$ cat config.mk
export PLATFORM = sky130hd
export DESIGN_NAME = keyed_mux_reg_flat
export DESIGN_NICKNAME = d
export VERILOG_FILES = /design/src/rtl/keyed_mux_reg_if.sv /design/src/rtl/keyed_mux_reg.sv /design/src/flat_wrapper.sv
export SDC_FILE = /design/constraint.sdc
export NUM_CORES = 1
export LEC_CHECK = 0
export ABC_AREA = 1
export ABC_CLOCK_PERIOD_IN_PS = 2000
export BUFFER_PORTS_ARGS = -buffer_cell sky130_fd_sc_hd__buf_2
export CORE_MARGIN = 3
export CORE_UTILIZATION = 41
export DETAILED_ROUTE_END_ITERATION = 10
export PLACE_DENSITY_LB_ADDON = 0.2
export SYNTH_ARGS = -nofsm -noshare
export SYNTH_HDL_FRONTEND = slang
export SYNTH_SLANG_ARGS = --single-unit
$ cat constraint.sdc
create_clock -name clk -period 2 [get_ports clk]
set_clock_uncertainty 0.1 [all_clocks]
set_input_delay 0.5 -clock clk [delete_from_list [all_inputs] [get_ports clk]]
set_output_delay 0.5 -clock clk [all_outputs]
set_load 0.005 [all_outputs]
$ cat src/rtl/keyed_mux_reg_if.sv
`default_nettype none
// ============================================================================
// Module   : keyed_mux_reg_if
// Brief    : Bus bundle for keyed_mux_reg: lookup inputs, write enable, results.
// Revision : 1.0
// ============================================================================
interface keyed_mux_reg_if #(
   parameter int NR_KEY   = 2,
   parameter int KEY_LEN  = 1,
   parameter int DATA_LEN = 32
) ();
   logic                                 wen;
   logic [KEY_LEN-1:0]                   key;
   logic [NR_KEY*(KEY_LEN+DATA_LEN)-1:0] lut;
   logic [DATA_LEN-1:0]                  default_val;
   logic [DATA_LEN-1:0]                  mux_out;
   logic                                 hit;
   logic [DATA_LEN-1:0]                  dout;

   modport master (
      output wen, key, lut, default_val,
      input  mux_out, hit, dout
   );

   modport slave (
      input  wen, key, lut, default_val,
      output mux_out, hit, dout
   );
endinterface
`default_nettype wire

$ cat src/rtl/keyed_mux_reg.sv
`default_nettype none
// ============================================================================
// Module   : keyed_mux_reg
// Brief    : Key/value lookup mux (lowest matching index wins) feeding a
//            write-enabled register with asynchronous reset.
// Revision : 1.0
// ============================================================================
module keyed_mux_reg #(
   parameter int                  NR_KEY    = 2,
   parameter int                  KEY_LEN   = 1,
   parameter int                  DATA_LEN  = 32,
   parameter logic [DATA_LEN-1:0] RESET_VAL = 32'h8000_0000
) (
   input  logic            clk,
   input  logic            rst,
   keyed_mux_reg_if.slave  bus
);
   localparam int c_PAIR_LEN = KEY_LEN + DATA_LEN;

   logic [KEY_LEN-1:0]  w_keys [NR_KEY];
   logic [DATA_LEN-1:0] w_data [NR_KEY];
   logic [DATA_LEN-1:0] w_mux_out;
   logic                w_hit;
   logic [DATA_LEN-1:0] r_dout;

   // Entry 0 sits at the MSBs so the lut reads like {k0,d0,k1,d1,...}.
   generate
      for (genvar gi = 0; gi < NR_KEY; gi++) begin : g_unpack
         assign w_keys[gi] = bus.lut[(NR_KEY-gi)*c_PAIR_LEN-1 -: KEY_LEN];
         assign w_data[gi] = bus.lut[(NR_KEY-gi)*c_PAIR_LEN-KEY_LEN-1 -: DATA_LEN];
      end
   endgenerate

   // Scan from the highest index down so the lowest matching index lands last.
   always_comb begin
      w_hit     = 1'b0;
      w_mux_out = bus.default_val;
      for (int i = NR_KEY - 1; i >= 0; i--) begin
         if (w_keys[i] == bus.key) begin
            w_hit     = 1'b1;
            w_mux_out = w_data[i];
         end
      end
   end

   always_ff @(posedge clk or posedge rst) begin
      if (rst) begin
         r_dout <= RESET_VAL;
      end else if (bus.wen) begin
         r_dout <= w_mux_out;
      end
   end

   assign bus.mux_out = w_mux_out;
   assign bus.hit     = w_hit;
   assign bus.dout    = r_dout;
endmodule
`default_nettype wire

$ cat src/flat_wrapper.sv
// flat-port wrapper written by rule: the top's interface ports become plain ports
module keyed_mux_reg_flat 
#(
   parameter int                  NR_KEY    = 2,
   parameter int                  KEY_LEN   = 1,
   parameter int                  DATA_LEN  = 32,
   parameter logic [DATA_LEN-1:0] RESET_VAL = 32'h8000_0000
)
  (clk, rst, bus_wen, bus_key, bus_lut, bus_default_val, bus_mux_out, bus_hit, bus_dout);
  keyed_mux_reg_if #(.NR_KEY(NR_KEY), .KEY_LEN(KEY_LEN), .DATA_LEN(DATA_LEN)) bus_i ();
  input  logic clk;
  input  logic rst;
  input wire logic [$bits(bus_i.wen)-1:0] bus_wen;
  input wire logic [$bits(bus_i.key)-1:0] bus_key;
  input wire logic [$bits(bus_i.lut)-1:0] bus_lut;
  input wire logic [$bits(bus_i.default_val)-1:0] bus_default_val;
  output wire logic [$bits(bus_i.mux_out)-1:0] bus_mux_out;
  output wire logic [$bits(bus_i.hit)-1:0] bus_hit;
  output wire logic [$bits(bus_i.dout)-1:0] bus_dout;
  assign bus_i.wen = bus_wen;
  assign bus_i.key = bus_key;
  assign bus_i.lut = bus_lut;
  assign bus_i.default_val = bus_default_val;
  assign bus_mux_out = bus_i.mux_out;
  assign bus_hit = bus_i.hit;
  assign bus_dout = bus_i.dout;
  keyed_mux_reg #(.NR_KEY(NR_KEY), .KEY_LEN(KEY_LEN), .DATA_LEN(DATA_LEN), .RESET_VAL(RESET_VAL)) u_core (.clk(clk), .rst(rst), .bus(bus_i));
endmodule
Yosys cells after proc, flatten, opt, wreduce, memory -nomap -nowiden
Index checks and enable logic that the tools add are counted.

Bits in registers: 32. Bits of input ports: 102. Output and inout port bits: 65.

Mux-type cells: 4. Equal/unequal tests: 2.

Operator list (number): $mux 32 (2); $eq 1x1->1 (2); $mux 1 (2).

Depth between registers and ports, before layout
Gate-level depths: netlist (run 1).

Depth after elaboration: 3. Gate-level depth with buffers: 8. Gate-level depth less buffers: 6.

Worst setup path before layout (run 1)
Ideal clock, no wire load.

Path kind: input -> output. Start: input bus_lut[32]. End: output bus_mux_out[26]. Path slack: 174 ps. Buffers on the path: 1. Data required time: 1400 ps. Cell stages on the path: 5. Data arrival time: 1226 ps. Path through: nand2_1 > clkbuf_1 > nand3_1 > nand3_1 > and2_1.

Cells in the longest elaborated chain, start to end: 3.

RTL lines: start, declared (line flat_wrapper.sv:15) `input wire logic [$bits(bus_i.lut)-1:0] bus_lut;`; $eq 1x1->1 (line keyed_mux_reg.sv:39) `if (w_keys[i] == bus.key) begin`; $mux 32 (2 in series) (line keyed_mux_reg.sv:39); end, declared (line flat_wrapper.sv:17) `output wire logic [$bits(bus_i.mux_out)-1:0] bus_mux_out;`.

Every way passes these cells.

Worst setup path in the final report (run 1)
Start: input bus_lut[32]. End: output bus_mux_out[18].

Same word-level chain as after synthesis.

==> qor.yml, run 1 <==
run_status: "finished with violations"
violations: "setup timing"
switchingPower_w: 0.000747
die_x_um: 80.5
worstSetupPathType: "input port to output pin"
largest_register_ff_count: 32
path_delay_family: "simple AND/OR/NAND/NOR gates"
p_leak_nw: 2.25
period_share_pct: 107
powerDensity_mw_per_mm2: 553
core.rowCount: 26
sw_frac_of_total_pct: 32.4
multi_input_area_mm2: 0.00159
slew_viol_final: 0
avgSynthCellArea_um2: 6.95
root_buffer: "clkbuf_8"
drt-total-wl_mm: 10.1
fillerInstances: 369
post_dp_cell_area_mm2: 0.00351
h-tree-depth: 2
antenna_cells: 0
die_h_um: 80.5
io_buffers: 166
reg2reg_slack_ns: 1.18
ys_ff_latch: 32
busiest_layer: "met2"
cts.path.max_buffers: 2
final_area_mm2: 0.00417
detail-route-antenna-nets: 0
utilization_pct: 79.7
worstSetupStartpointType: "input port"
syn_area_mm2: 0.00227
max_freq_mhz: 467
cts_hold_buf: 0
grt_pass1_vias: 3180
r2r_cells: 2
grt_overflow: 0
met1_usage_pct: 33.4
drt_iter0_drc: 167
grt_pass1_wl_mm: 14.9
path_common_cell: "buf_2"
path_clk_slew_ns: 0.07
cp.required_ns: 1.40
synth_seq_area_share_pct: 35.3
setup_violations: 32
path_max_fanout: 33
hp-class: "input port to async pin"
core_area_mm2: 0.00524
worst_pin_slew_ns: 0.417
clock_latency_ns: 0.27
fin_ws_ns: -0.143
power.internal_w: 0.00156
comb_power_share_pct: 44.2
hold_viol: 0
crit_cells: 8
clockPowerShare_pct: 22.1
use_met2_pct: 54.7
gp_congestion: 0.815
detail_route.wl_per_cell_um: 16.4
grt.met3_usage_pct: 5.16
rsz0062_at_grt: "yes"
p_seq_share_pct: 33.7
r2r-end: "u_core.bus.dout[31]$_DFFE_PP1P_"
grt_max_degree: 34
timing.hold.ws_ns: 0.212
drc: 0
die-area_mm2: 0.00647
drv_cap: 0
crit_end: "bus_mux_out[18]"
num-nets-final: 644
vias_per_cell: 5.26
total_power_w: 0.00231
layout-drive-gt1-share_pct: 55.6
antenna_found_initial: 0
vdd_drop_max_mv: 0.304
path_buf_inv: 4
crit_path_end_kind: "output pin"
dp.final_hpwl_mm: 6.13
regArea_um2: 802
cp_cell_sequence: "buf_2, inv_1, nand2_1, buf_12, nand3_1, nand3_4, and2_4, buf_2"
numCtsBuffers: 5
max_stage_delay_ns: 0.20
worstPathArrival_ns: 1.54
cpMaxStageDelayCell: "buf_12"
synth_nets: 429
max_slew_margin_pct: 72.2
yosys_warnings: 0
fin_crit_ns: 2.14
io-pin-count: 167
area_growth_pct: 83.6
grt_use_total_pct: 29.6
r2r-start: "u_core.bus.dout[31]$_DFFE_PP1P_"
cts_tree: "built"
clock-sinks: 32
synth_cells: 327
drt-pass1-iter-count: 4
initial_core_util_pct: 43.4
vias: 3223
ys_types: 14
startpoint: "bus_lut[32]"
## layer usage
layer	vias to the layer above	wire length (µm)
met4	0	281
li1	1518	-
met3	26	874
met5	-	0
met1	1493	3670
met2	186	5250
## power groups by stage
stage | Clock [W] | Sequential, W | Combinational, W
after CTS | 0.000521 | 0.000775 | 0.000924
after global routing | 0.000546 | 0.000786 | 0.00111
after global placement | 0 | 0.000782 | 0.000767
after floorplan | 0 | 0.000792 | 0.000346
after detailed placement | 0 | 0.000785 | 0.000781
final | 0.000510 | 0.000778 | 0.00102
## per-stage QoR
step / std cells / setup TNS (ns) / worst slack, ns
after floorplan: 327 / 0 / 0.174
after global placement: 587 / -2.28 / -0.120
after detailed placement: 587 / -3.06 / -0.147
after CTS: 611 / -2.53 / -0.115
after global routing: 613 / -4.05 / -0.196
final: 613 / -2.91 / -0.143
## Yosys cell counts, drive strengths merged
library cell	instances	area [µm²]
and2	32	200
buf	20	113
clkbuf	6	22.5
dfrtp	31	776
dfstp	1	26.3
inv	5	18.8
nand2	71	272
nand3	129	646
or2	32	200
## repair_timing
| action | 4_1_cts | 5_1_grt |
|---|---|---|
| setup endpoints to repair | 32 | 32 |
| cloned | 5 | 0 |
| buffers inserted | 11 | 3 |
| pin swaps | 20 | 7 |
| gates resized for setup | 52 | 56 |
## layout make-up
| type | count | area share, % |
|---|---|---|
| well taps | 70 | 2.10 |
| multi-input cells | 264 | 38.2 |
| flip-flops and latches | 32 | 19.2 |
| inverters | 5 | 0.689 |
| clock inverters | 2 | 0.240 |
| repair buffers | 234 | 37.6 |
| clock buffers | 6 | 1.98 |
## worst min path at each step
stage	startpoint	to	slack (ns)	cells after the start
global route	rst	u_core.bus.dout[14]$_DFFE_PP0P_	0.24	3
global placement	u_core.bus.dout[4]$_DFFE_PP0P_	u_core.bus.dout[4]$_DFFE_PP0P_	0.36	2
CTS	rst	u_core.bus.dout[14]$_DFFE_PP0P_	0.20	3
finish	rst	u_core.bus.dout[14]$_DFFE_PP0P_	0.21	3
detailed placement	u_core.bus.dout[7]$_DFFE_PP0P_	u_core.bus.dout[7]$_DFFE_PP0P_	0.36	2
floorplan	u_core.bus.dout[31]$_DFFE_PP1P_	u_core.bus.dout[31]$_DFFE_PP1P_	0.36	2
## kinds of logic after synthesis
group / Yosys count / synth area share, %
AND/OR/NAND/NOR: 264 / 58.0
buffers and inverters: 31 / 6.77
flip-flops: 32 / 35.3
## worst reg2reg max path, cell delays in order (launching register included)
cell     delay (ns)
dfstp_2        0.53
nand2_1        0.06
nand2_1        0.08
## layout by cell type (no fill, tap or decap)
cell	count
buf_2	161
nand3_1	107
nand2_1	67
buf_4	54
dfrtp_1	31
and2_4	18
nand3_2	14
and2_1	14
or2_1	13
or2_4	13
buf_12	9
nand3_4	8
or2_0	6
clkbuf_8	6
buf_6	6
buf_16	4
inv_1	3
nand2_4	2
clkinv_2	2
nand2_2	1
inv_8	1
inv_4	1
nand2_8	1
dfstp_2	1
No activity file was read; power rests on OpenSTA's default activity.
==> run 2: changes to the inputs <==
--- a/config.mk
+++ b/config.mk
@@ -8,3 +8,3 @@
 export ABC_AREA = 1
-export ABC_CLOCK_PERIOD_IN_PS = 2000
+export ABC_CLOCK_PERIOD_IN_PS = 2020
 export BUFFER_PORTS_ARGS = -buffer_cell sky130_fd_sc_hd__buf_2
==> constraint.sdc (replaced) <==
create_clock -name clk -period 2.02 [get_ports clk]
set_clock_uncertainty 0.1 [all_clocks]
set_input_delay 0.404 -clock clk [delete_from_list [all_inputs] [get_ports clk]]
set_output_delay 0.404 -clock clk [all_outputs]
set_load 0.005 [all_outputs]
==> qor.yml, run 2 (same netlist as run 1, synthesis figures left out) <==
run_status: "completed"
largest_register_ff_count: 32
grt_max_degree: 34
grt_overflow: 0
worstSetupStartpointType: "input port"
r2r-start: "u_core.bus.dout[31]$_DFFE_PP1P_"
worst_pin_slew_ns: 0.496
switchingPower_w: 0.000657
io_buffers: 166
die-area_mm2: 0.00647
drv_cap: 0
path_buf_inv: 4
h-tree-depth: 2
die_x_um: 80.5
numCtsBuffers: 5
hold_end: "u_core.bus.dout[1]$_DFFE_PP0P_"
die_h_um: 80.5
fillerInstances: 497
num-nets-final: 595
gp_congestion: 0.827
clock-sinks: 32
vdd_drop_max_mv: 0.303
postCtsSetupRepairBufs: 0
max_freq_mhz: 510
hp-class: "input port to flip-flop"
path_max_fanout: 8
path_clk_slew_ns: 0.07
p_seq_share_pct: 36.1
sw_frac_of_total_pct: 30.8
cp_cell_sequence: "buf_4, inv_1, nand2_2, nand2_8, clkbuf_16, or2_0, and2_1, buf_2"
antenna_cells: 0
cts_tree: "built"
root_buffer: "clkbuf_8"
clockPowerShare_pct: 28.5
clock_latency_ns: 0.28
crit_path_end_kind: "output pin"
reg2reg_slack_ns: 1.21
worstPathArrival_ns: 1.46
detail_route.wl_per_cell_um: 14.9
initial_core_util_pct: 43.4
max_slew_margin_pct: 66.9
grt_pass1_wl_mm: 12.2
timing.hold.ws_ns: 0.355
drc: 0
io-pin-count: 167
vias: 2893
detail-route-antenna-nets: 0
power.internal_w: 0.00148
layout_commonest_cell: "buf_2"
comb_power_share_pct: 35.4
powerDensity_mw_per_mm2: 607
cpMaxStageDelayCell: "or2_0"
cts.path.max_buffers: 2
worstSetupPathType: "input port to output pin"
drt_iter0_drc: 162
max_stage_delay_ns: 0.23
core.rowCount: 26
r2r_cells: 2
fin_crit_ns: 1.96
final_cell_mix: "buf_2, nand3_1, nand2_1"
area_growth_pct: 54.4
hp-start: "bus_lut[34]"
drt-pass1-iter-count: 5
antenna_found_initial: 0
r2r-end: "u_core.bus.dout[31]$_DFFE_PP1P_"
grt_pass1_vias: 2709
p_leak_nw: 1.89
pre_cts_ws_ns: 0.0470
dp.final_hpwl_mm: 5.74
hold_depth: 4
hold_viol: 0
period_share_pct: 97.0
grt_use_total_pct: 23.8
slew_viol_final: 0
drt-total-wl_mm: 8.39
cp.required_ns: 1.52
path_delay_family: "simple AND/OR/NAND/NOR gates"
core_area_mm2: 0.00524
total_power_w: 0.00213
vias_per_cell: 5.13
fin_ws_ns: 0.0598
setup_violations: 0
layout-drive-gt1-share_pct: 41.3
==> run 2: changes by cell type in the layout (fill, tap and decap cells not counted), sizes merged <==
cell | before | now
buf | 234 | 179
bufinv | 0 | 1
clkbuf | 6 | 10
clkinv | 2 | 1
clkinvlp | 0 | 1
dlygate4sd3 | 0 | 1
==> run 2: layout make-up <==
type | instances | area, µm² | area share [%]
Clock buffer | 5 | 68.8 | 1.96
Clock inverter | 3 | 42.5 | 1.21
Inverter | 5 | 18.8 | 0.535
Multi-Input combinational cell | 264 | 1360 | 38.6
Sequential cell | 32 | 802 | 22.8
Tap cell | 70 | 87.6 | 2.49
Timing Repair Buffer | 185 | 1130 | 32.3
==> run 2: how the worst max path moves through the flow <==
stage                     start              end  slack [ns]  depth (start not counted)
finish              bus_lut[65]  bus_mux_out[18]        0.06                          8
global route        bus_lut[65]  bus_mux_out[18]      -0.002                          8
CTS                     bus_key  bus_mux_out[31]        0.05                          8
detailed placement      bus_key  bus_mux_out[31]        0.05                          8
global placement        bus_key   bus_mux_out[0]        0.09                          8
floorplan           bus_lut[32]  bus_mux_out[26]        0.39                          5
==> run 2: worst min-delay path, cell delays in order <==
cell	delay [ns]
buf_2	0.08
or2_4	0.10
nand3_1	0.07
nand2_1	0.05
==> run 2: what timing repair did <==
action,CTS,global route
gates resized for setup,0,14
endpoints found under the setup margin,0,5
endpoints found under the hold margin,4,0
hold buffers,1,0
==> run 2: layer usage <==
metal  vias to the layer above  GRT usage, %  share of wire, %
met4                         0          7.94               2.0
met1                      1314          28.5                40
li1                       1419             -                 -
met3                        16          6.05               8.5
met5                         -             0                 0
met2                       144          41.4                50
==> run 2: metrics by stage <==
stage	std cells	utilization [%]	area [µm²]	TNS, ns
floorplan	327	-	2270	0
global placement	550	61.4	3220	0
detailed placement	550	61.4	3220	0
CTS	559	63.7	3340	0
global route	564	67.0	3510	-0.00233
finish	564	67.0	3510	0
==> run 2: power by group through the flow <==
stage          clock network, W  logic, W  registers, W
2_1_floorplan                 0  0.000342      0.000784
3_5_place_dp                  0  0.000691      0.000777
6_report               0.000609  0.000754      0.000770
5_1_grt                0.000665  0.000838      0.000779
4_1_cts                0.000623  0.000694      0.000767
3_3_place_gp                  0  0.000683      0.000775
